**src/rtl/keyfile_loader_if.sv**
```systemverilog
// Peripheral-bus and key-store read-port signals of the keyfile loader.
// The loader takes the slave side; the CPU/key-store environment takes the master side.
interface keyfile_loader_if;
  logic [13:0] per_addr;
  logic [15:0] per_din;
  logic        per_en;
  logic [1:0]  per_we;
  logic [15:0] per_dout;
  logic        ks_req;
  logic [1:0]  ks_addr;
  logic        ks_ack;
  logic [15:0] ks_data;

  modport master (
    output per_addr, per_din, per_en, per_we,
    input  per_dout,
    input  ks_req, ks_addr,
    output ks_ack, ks_data
  );

  modport slave (
    input  per_addr, per_din, per_en, per_we,
    output per_dout,
    output ks_req, ks_addr,
    input  ks_ack, ks_data
  );
endinterface

```
**src/rtl/keyfile_loader.sv**
```systemverilog
// Fetches the 64-bit keyfile as four 16-bit key-store words and commits it atomically,
// with a CTRL (reload/zeroize/lock) and STATUS register on the peripheral bus.
module keyfile_loader #(
  parameter logic [14:0] BASE_ADDR = 15'h01A8,
  parameter int          DEC_WD    = 2,
  parameter int          TIMEOUT   = 255,
  parameter bit          AUTOLOAD  = 1'b1
) (
  input  logic                   mclk,
  input  logic                   puc_rst_n,
  keyfile_loader_if.slave        bus,
  output logic [63:0]            key_data_out,
  output logic                   key_valid,
  output logic                   busy
);

  typedef enum logic [2:0] {S_IDLE, S_REQ, S_GAP, S_DONE, S_ERR} state_t;

  localparam int                CNT_WD   = 16;
  localparam logic [DEC_WD-1:0] OFF_CTRL = '0;
  localparam logic [DEC_WD-1:0] OFF_STAT = DEC_WD'(2);

  state_t              state_q, state_d;
  logic [1:0]          idx_q, idx_d;
  logic [CNT_WD-1:0]   cnt_q, cnt_d;
  logic [63:0]         shadow_q, shadow_d;
  logic [63:0]         key_q, key_d;
  logic                kvalid_q, kvalid_d;
  logic                busy_q, busy_d;
  logic                err_q, err_d;
  logic                reload_q, reload_d;
  logic                zero_q, zero_d;
  logic                locked_q, locked_d;
  logic                auto_q;

  logic                reg_sel, reg_wr, reg_rd, ctrl_wr, start;
  logic [DEC_WD-1:0]   reg_off;
  logic                unused_din;

  // Register decode
  assign reg_sel = bus.per_en && (bus.per_addr[13:DEC_WD-1] == BASE_ADDR[14:DEC_WD]);
  assign reg_off = {bus.per_addr[DEC_WD-2:0], 1'b0};
  assign reg_wr  = reg_sel && (|bus.per_we);
  assign reg_rd  = reg_sel && !(|bus.per_we);
  assign ctrl_wr = reg_wr && (reg_off == OFF_CTRL);
  assign unused_din = ^bus.per_din[15:3];

  // CTRL strobes land one cycle after the write; only LOCK is sticky
  assign reload_d = ctrl_wr && bus.per_din[0];
  assign zero_d   = ctrl_wr && bus.per_din[1];
  assign locked_d = locked_q || (ctrl_wr && bus.per_din[2]);

  assign start = (state_q == S_IDLE) && !zero_q && (auto_q || (reload_q && !locked_q));

  always_ff @(posedge mclk) begin
    if (!puc_rst_n) begin
      state_q  <= S_IDLE;
      idx_q    <= '0;
      cnt_q    <= '0;
      shadow_q <= '0;
      key_q    <= '0;
      kvalid_q <= 1'b0;
      busy_q   <= 1'b0;
      err_q    <= 1'b0;
      reload_q <= 1'b0;
      zero_q   <= 1'b0;
      locked_q <= 1'b0;
      auto_q   <= AUTOLOAD;
    end else begin
      state_q  <= state_d;
      idx_q    <= idx_d;
      cnt_q    <= cnt_d;
      shadow_q <= shadow_d;
      key_q    <= key_d;
      kvalid_q <= kvalid_d;
      busy_q   <= busy_d;
      err_q    <= err_d;
      reload_q <= reload_d;
      zero_q   <= zero_d;
      locked_q <= locked_d;
      auto_q   <= 1'b0;
    end
  end

  always_comb begin
    state_d  = state_q;
    idx_d    = idx_q;
    cnt_d    = cnt_q;
    shadow_d = shadow_q;
    key_d    = key_q;
    kvalid_d = kvalid_q;
    busy_d   = busy_q;
    err_d    = err_q;
    if (zero_q) begin
      state_d  = S_IDLE;
      cnt_d    = '0;
      shadow_d = '0;
      key_d    = '0;
      kvalid_d = 1'b0;
      busy_d   = 1'b0;
      err_d    = 1'b0;
    end else begin
      case (state_q)
        S_IDLE: begin
          if (start) begin
            state_d  = S_REQ;
            idx_d    = '0;
            cnt_d    = '0;
            key_d    = '0;
            kvalid_d = 1'b0;
            err_d    = 1'b0;
            busy_d   = 1'b1;
          end
        end
        S_REQ: begin
          if (bus.ks_ack) begin
            // word 0 lands in the top 16 bits, word 3 in the bottom
            shadow_d[{~idx_q, 4'b0000} +: 16] = bus.ks_data;
            cnt_d = '0;
            if (idx_q == 2'd3) begin
              state_d = S_DONE;
            end else begin
              idx_d   = idx_q + 2'd1;
              state_d = S_GAP;
            end
          end else if (cnt_q == CNT_WD'(TIMEOUT - 1)) begin
            cnt_d   = '0;
            state_d = S_ERR;
          end else begin
            cnt_d = cnt_q + 1'b1;
          end
        end
        S_GAP: state_d = S_REQ;
        S_DONE: begin
          key_d    = shadow_q;
          kvalid_d = 1'b1;
          busy_d   = 1'b0;
          state_d  = S_IDLE;
        end
        S_ERR: begin
          err_d    = 1'b1;
          shadow_d = '0;
          kvalid_d = 1'b0;
          busy_d   = 1'b0;
          state_d  = S_IDLE;
        end
        default: state_d = S_IDLE;
      endcase
    end
  end

  always_comb begin
    // a pending zeroize drops the request in the same cycle it takes effect
    bus.ks_req   = (state_q == S_REQ) && !zero_q;
    bus.ks_addr  = idx_q;
    bus.per_dout = '0;
    if (reg_rd && (reg_off == OFF_CTRL)) begin
      bus.per_dout = {13'b0, locked_q, 2'b0};
    end else if (reg_rd && (reg_off == OFF_STAT)) begin
      bus.per_dout = {10'b0, idx_q, locked_q, err_q, kvalid_q, busy_q};
    end
  end

  assign key_data_out = key_q;
  assign key_valid    = kvalid_q;
  assign busy         = busy_q;

endmodule
```
**src/flat_wrapper.sv**
```systemverilog
// flat-port wrapper written by rule: the top's interface ports become plain ports
module keyfile_loader_flat 
#(
  parameter logic [14:0] BASE_ADDR = 15'h01A8,
  parameter int          DEC_WD    = 2,
  parameter int          TIMEOUT   = 255,
  parameter bit          AUTOLOAD  = 1'b1
)
  (mclk, puc_rst_n, key_data_out, key_valid, busy, bus_per_addr, bus_per_din, bus_per_en, bus_per_we, bus_per_dout, bus_ks_req, bus_ks_addr, bus_ks_ack, bus_ks_data);
  keyfile_loader_if bus_i ();
  input  logic mclk;
  input  logic puc_rst_n;
  output logic [63:0] key_data_out;
  output logic key_valid;
  output logic busy;
  input wire logic [$bits(bus_i.per_addr)-1:0] bus_per_addr;
  input wire logic [$bits(bus_i.per_din)-1:0] bus_per_din;
  input wire logic [$bits(bus_i.per_en)-1:0] bus_per_en;
  input wire logic [$bits(bus_i.per_we)-1:0] bus_per_we;
  output wire logic [$bits(bus_i.per_dout)-1:0] bus_per_dout;
  output wire logic [$bits(bus_i.ks_req)-1:0] bus_ks_req;
  output wire logic [$bits(bus_i.ks_addr)-1:0] bus_ks_addr;
  input wire logic [$bits(bus_i.ks_ack)-1:0] bus_ks_ack;
  input wire logic [$bits(bus_i.ks_data)-1:0] bus_ks_data;
  assign bus_i.per_addr = bus_per_addr;
  assign bus_i.per_din = bus_per_din;
  assign bus_i.per_en = bus_per_en;
  assign bus_i.per_we = bus_per_we;
  assign bus_per_dout = bus_i.per_dout;
  assign bus_ks_req = bus_i.ks_req;
  assign bus_ks_addr = bus_i.ks_addr;
  assign bus_i.ks_ack = bus_ks_ack;
  assign bus_i.ks_data = bus_ks_data;
  keyfile_loader #(.BASE_ADDR(BASE_ADDR), .DEC_WD(DEC_WD), .TIMEOUT(TIMEOUT), .AUTOLOAD(AUTOLOAD)) u_core (.mclk(mclk), .puc_rst_n(puc_rst_n), .bus(bus_i), .key_data_out(key_data_out), .key_valid(key_valid), .busy(busy));
endmodule
```
**config.mk**
```make
export PLATFORM = sky130hd
export DESIGN_NAME = keyfile_loader_flat
export DESIGN_NICKNAME = d
export VERILOG_FILES = /design/src/rtl/keyfile_loader_if.sv /design/src/rtl/keyfile_loader.sv /design/src/flat_wrapper.sv
export SDC_FILE = /design/constraint.sdc
export NUM_CORES = 1
export LEC_CHECK = 0
export CORE_MARGIN = 1.5
export CORE_UTILIZATION = 45
export DETAILED_ROUTE_END_ITERATION = 16
export PLACE_DENSITY_LB_ADDON = 0.3
export SYNTH_ARGS = -nofsm -noshare
export SYNTH_HDL_FRONTEND = slang
export SYNTH_SLANG_ARGS = --single-unit
```
**constraint.sdc**
```tcl
create_clock -name mclk -period 2.3 [get_ports mclk]
set_input_delay 0.575 -clock mclk [delete_from_list [all_inputs] [get_ports mclk]]
set_output_delay 0.575 -clock mclk [all_outputs]
set_load 0.01 [all_outputs]
```
## Yosys cells after proc, flatten, opt, wreduce, memory -nomap -nowiden

Index checks and enable logic that the tools add are counted.

| cells by class | value |
|---|---|
| bitwise operators | 3 |
| add/subtract/negate cells | 3 |
| muxes and demuxes | 26 |
| equal/unequal tests | 11 |
| reduce and logical (&&, ||, !) cells | 37 |
| shifts and indexed selects | 2 |

Operators by type and width:

| operator | number |
|---|---|
| $pmux 64 s2 | 2 |
| $mux 64 | 2 |
| $bwmux 64 | 1 |
| $mux 16 | 4 |
| $shift 16x8->64 const A | 1 |
| $shiftx 16x8->64 | 1 |
| $pmux 16 s2 | 1 |
| $add 16x1->16 const B | 1 |
| $eq 16x8->1 const B | 1 |
| $reduce_and 2->1 | 7 |
| $eq 13x7->1 const B | 1 |
| $logic_and 1x1->1 | 13 |
| $reduce_bool 2->1 | 5 |
| $mux 3 | 3 |
| $pmux 3 s3 | 1 |
| $neg 6->8 | 1 |
| $eq 3x2->1 const B | 2 |
| $mux 2 | 3 |
| $mux 6 | 1 |
| $reduce_or 2->1 | 3 |
| $reduce_and 5->1 | 1 |
| $mux 1 | 4 |
| $ne 2x2->1 const B | 2 |
| $pmux 1 s2 | 2 |
| 15 further kinds | 19 |

| word-level totals | value |
|---|---|
| word-level logic and storage cells | 94 |
| bits in registers | 156 |
| output and inout port bits | 85 |
| bits of input ports | 52 |

## Longest topological paths before layout

Gate-level depths: netlist of run 1.

| logic depth | value |
|---|---|
| depth in word-level cells | 6 |
| depth in mapped cells | 9 |
| depth with buffers taken out | 7 |

## Worst setup path before layout of run 1

OpenSTA, ideal clock, no wires.

| timing | value |
|---|---|
| path type | register -> register |
| from | reg u_core.idx_q[0] (netlist: u_core.bus.ks_addr[0]) |
| to | reg u_core.shadow_q[52] |
| arrival | 2.303 ns |
| setup slack | -0.068 ns |
| cell stages (with the launch flop) | 8 |
| period minus slack after synthesis | 2.368 ns |
| path through | dfxtp_1 inv_1 ha_1 or2_2 nor4b_1 buf_2 a22oi_1 nor2_1 |

| between the ends | value |
|---|---|
| longest elaborated chain between the ends | 6 |
| elaborated cells between the ends (all ways) | 7 |
| classes of those cells | add/sub: 1; shift: 2; mux: 3; bitwise: 1 |

RTL lines:

| element | RTL line | source |
|---|---|---|
| from (decl) | keyfile_loader.sv:24 | `logic [1:0] idx_q, idx_d;` |
| from (signal assigned) | keyfile_loader.sv:71 | `idx_q <= idx_d;` |
| $not 2->2 (*) | keyfile_loader.sv:118 | `shadow_d[{~idx_q, 4'b0000} +: 16] = bus.ks_data;` |
| $neg 6->8 (*) | keyfile_loader.sv:118 |  |
| $shiftx 16x8->64 or $shift 16x8->64 (tied branches) | keyfile_loader.sv:118 |  |
| $bwmux 64 (*) | keyfile_loader.sv:118 |  |
| $mux 64 (*) | keyfile_loader.sv:116 | `if (bus.ks_ack) begin` |
| $pmux 64 s2 (*) | keyfile_loader.sv:103 | `case (state_q)` |
| to (signal assigned) | keyfile_loader.sv:73 | `shadow_q <= shadow_d;` |
| to (decl) | keyfile_loader.sv:26 | `logic [63:0] shadow_q, shadow_d;` |

Mark *: on every way between the ends. The rest lies on a longest branch, timed or not. The select of a mux whose other input is x is not followed.
A chain may end at the register's enable or synchronous reset.

## Worst setup path after layout of run 1

| timing | value |
|---|---|
| from | in bus_per_addr[1] |
| to | out bus_per_dout[5] |

| between the ends | value |
|---|---|
| longest elaborated chain between the ends | 6 |
| elaborated cells between the ends (all ways) | 7 |
| classes of those cells | eq/ne: 1; mux: 2; reduce/logical: 4 |

RTL lines:

| element | RTL line | source |
|---|---|---|
| from (decl) | flat_wrapper.sv:16 | `input wire logic [$bits(bus_i.per_addr)-1:0] bus_per_addr;` |
| $eq 13x7->1 (*) | keyfile_loader.sv:41 | `assign reg_sel = bus.per_en && (bus.per_addr[13:DEC_WD-1] == BASE_ADDR[14:DEC_WD]);` |
| $logic_and 1x1->1 (*) | keyfile_loader.sv:41 |  |
| $logic_and 1x1->1 (*) | keyfile_loader.sv:44 | `assign reg_rd = reg_sel && !(\|bus.per_we);` |
| $logic_and 1x1->1 | keyfile_loader.sv:159 | `end else if (reg_rd && (reg_off == OFF_STAT)) begin` |
| $mux 6 | keyfile_loader.sv:159 |  |
| $mux 16 (*) | keyfile_loader.sv:157 | `if (reg_rd && (reg_off == OFF_CTRL)) begin` |
| to (decl) | flat_wrapper.sv:20 | `output wire logic [$bits(bus_i.per_dout)-1:0] bus_per_dout;` |

Mark *: on every way between the ends. The rest lies on a longest branch, timed or not.

==> flow_summary.yaml, run 1 <==
power_and_ir_drop:
  switching_share_pct: 25.96
  p_clk_share_pct: 44.7
  comb_power_share_pct: 8.3
  power_switching_uw: 1518
  finalPower_uw: 5848
  seqPwrFrac_pct: 47.0
  vdd_drop_max_mv: 0.5603
  p_leak_uw: 0.002921
  intPower_uw: 4330
  power_density_nw_per_um2: 743.2
drt:
  num_vias: 5247
  drtPass1Iterations: 5
  routed_wl_um: 15880
  avgRoutedWirePerCell_um: 16.84
  viasPerCell: 5.564
  drtIter0Drc: 625
  drc: 0
  ant_nets: 0
timing:
  tightest_slew_ps: 887.2
  setup_slack_ps: -70.54
  drv_slew: 0
  rsz0062_at_grt: "true"
  tns_ps: -314.9
  skew_ps: 7.299
  clock.fmax_mhz: 421.8
  hold_viol: 0
  period_share_pct: 103.1
  setup_viol: 5
  relSlewSlack_pct: 40.64
  fin_crit_ps: 2371
cts:
  htreeDepth: 4
  cts_buffer_depth: 2
  clockRootBuffer: "clkbuf_16"
  clkLatencyLatePin_ps: 420
  cts_tree: "built"
  cts.sinks: 156
  path_clk_slew_ps: 70
  cts_made_buffers: 17
final_layout:
  drive_above_1_share_pct: 12.84
  fillers: 1117
  num_antenna_cells: 0
  nNetsFinal: 817
  final_area_um2: 7869
  areaGrowthSynthToFinish_pct: 33.38
  finish.utilization_pct: 61.85
worst_setup_path:
  slowest_delay_ps: 290
  cp.buffers_inverters: 3
  critPathArrivalTime_ps: 1800
  required_ps: 1730
  critPathKind: "in -> out"
  r2r.worst_path.cells: 8
  startpoint_type: "primary input"
  crit_path_end_kind: "primary output"
  crit_chain: "buf_6 -> nor4bb_4 -> nand4_1 -> nor4b_2 -> buf_4 -> and2_1 -> buf_2"
  critPathSlowestCell: "nor4b_2"
  cpLargestDelayFamily: "simple AND/OR/NAND/NOR gates"
  path_max_fanout: 5
  cp.depth: 7
global_routing:
  grt_pass1_vias: 5075
  met3_usage_pct: 6.153
  top_usage_layer: "met2"
  use_met2_pct: 36.88
  grt_overflow: 0
  grt_use_total_pct: 23.16
  grt_pass1_wl_um: 25590
  antenna_found_initial: 0
  grtUsageMet1_pct: 29.92
  grt_max_degree: 88
floorplanning:
  die_area_um2: 13810
  start_util_pct: 46.37
  rows: 41
  core-area_um2: 12720
  io_pins: 137
  die_y_um: 117.5
  fp.dieW_um: 117.5
synth:
  yosysMostFrequentCell: "dfxtp_1"
  synth_flop_cell: "dfxtp_1"
  ys_seq_area_share_pct: 52.94
  synthArstFlopShare_pct: 0
  synth_top_cell_area_share_pct: 52.94
  synth_top_cell_by_area: "dfxtp_1"
  syn_area_per_cell_um2: 9.247
  synth_seq_cells: 156
  synth_edf_count: 0
  netlist_instances: 638
  ys_types: 49
  ys_top_cells_by_count: "dfxtp_1, nor2_1, a22oi_1"
  synth_area_um2: 5899
  synthTopCellsByArea: "dfxtp_1, a22oi_1, nor2_1"
  yosys_warnings: 0
placed_design:
  placed_area_um2: 7306
  io_buffers: 113
  place_congestion: 0.8117
  dp_hpwl_um: 10710
run:
  cap_violations: 0
outcome:
  violations: "negative setup slack"
  status: "finished with violations"
worst_hold_path:
  holdPathStages: 2
  hold_class: "reg -> reg"
## per-layer routing
layer	wire length [um]	vias to the layer above
li1	-	2509
met1	6875	2508
met2	7496	194
met3	1125	36
met4	383	0
met5	0	-
## layout make-up
| cell class | count | area (um^2) | share of cell area [%] |
|---|---|---|---|
| sequential | 156 | 3123 | 39.69 |
| multi-input combinational | 427 | 2581 | 32.80 |
| timing repair buffer | 147 | 1358 | 17.25 |
| clock buffer | 17 | 425.4 | 5.406 |
| tap | 172 | 215.2 | 2.735 |
| clock inverter | 15 | 132.6 | 1.685 |
| inverter | 9 | 33.78 | 0.4293 |
## path summary, 6_finish.rpt
check / slack (ps) / to / startpoint
min reg2reg: 470 / u_core.shadow_q[4] / u_core.shadow_q[4]
min: 470 / u_core.shadow_q[4] / u_core.shadow_q[4]
max: -70 / bus_per_dout[5] / bus_per_addr[1]
max reg2reg: 150 / u_core.key_data_out[21] / u_core.state_q[1]
## sequential cells by signal, indices dropped and copies added, names as in the netlist
signal,count
u_core.err_q,1
u_core.busy,1
u_core.locked_q,1
u_core.zero_q,1
u_core.auto_q,1
u_core.bus.ks_addr,2
u_core.key_valid,1
u_core.reload_q,1
u_core.cnt_q,16
u_core.shadow_q,64
u_core.state_q,3
u_core.key_data_out,64
## per-stage QoR
stage / hold WS, ps / setup WS [ps] / cells
finish: 471.3 / -70.54 / 943
global route: 493.6 / -115.7 / 943
CTS: 465.4 / -13.10 / 943
detailed placement: 454.9 / -899.1 / 911
global placement: 443.4 / -837.4 / 911
floorplan: 432.3 / 73.68 / 647
## layout by cell type, fill, tap and decap left out, types with 7 or more instances in the layout
| master | Yosys | final |
|---|---|---|
| a22o_1 | 10 | 10 |
| clkbuf_16 | 0 | 17 |
| buf_2 | 2 | 8 |
| ha_1 | 7 | 7 |
| a21oi_1 | 19 | 19 |
| and2_1 | 12 | 9 |
| conb_1 | 1 | 10 |
| inv_1 | 9 | 9 |
| nor3_1 | 9 | 9 |
| a31oi_1 | 7 | 7 |
| clkdlybuf4s50_1 | 0 | 92 |
| dfxtp_1 | 156 | 156 |
| buf_4 | 10 | 33 |
| nand2_1 | 21 | 21 |
| nand3_1 | 12 | 12 |
| o21ai_0 | 7 | 7 |
| a22oi_1 | 116 | 115 |
| nor2_1 | 131 | 130 |
## worst register-to-register path, delay by kind of cell (launching register included)
kind	cells	cell delay [ps]
flip-flops	1	320
AO/OA/AOI/OAI	2	530
buffers and inverters	3	620
AND/OR/NAND/NOR	3	520
## power groups by stage
stage / registers, uW / logic (uW) / clock network (uW)
floorplan: 2810 / 267 / 0
global placement: 2810 / 465 / 0
detailed placement: 2810 / 480 / 0
CTS: 2750 / 475 / 2640
global route: 2750 / 522 / 2760
finish: 2750 / 484 / 2620
## cell families after synthesis
| group | Yosys count | share of synthesized area (%) |
|---|---|---|
| adder cells (fa/ha/maj) | 7 | 1.485 |
| buffers and inverters | 64 | 5.026 |
| AO/OA/AOI/OAI | 171 | 20.76 |
| XOR/XNOR | 1 | 0.1485 |
| AND/OR/NAND/NOR | 235 | 19.07 |
| other | 1 | 0.06357 |
| multiplexers | 3 | 0.5090 |
| flip-flops | 156 | 52.94 |
## repair_timing
action / CTS / global route
endpoints found under the setup margin: 7 / 7
cloned: 0 / 0
pin swaps: 10 / 3
gates resized for setup: 63 / 8
buffers inserted: 0 / 1
hold buffers: 0 / 0
Note: power is estimated with default switching activity, not from simulation.
==> inputs of run 2 (changes only) <==
- CTS_CLUSTER_DIAMETER: not set -> 200
==> results of run 2 <==
Final layout, timing and power as in run 1 (identical DEF).
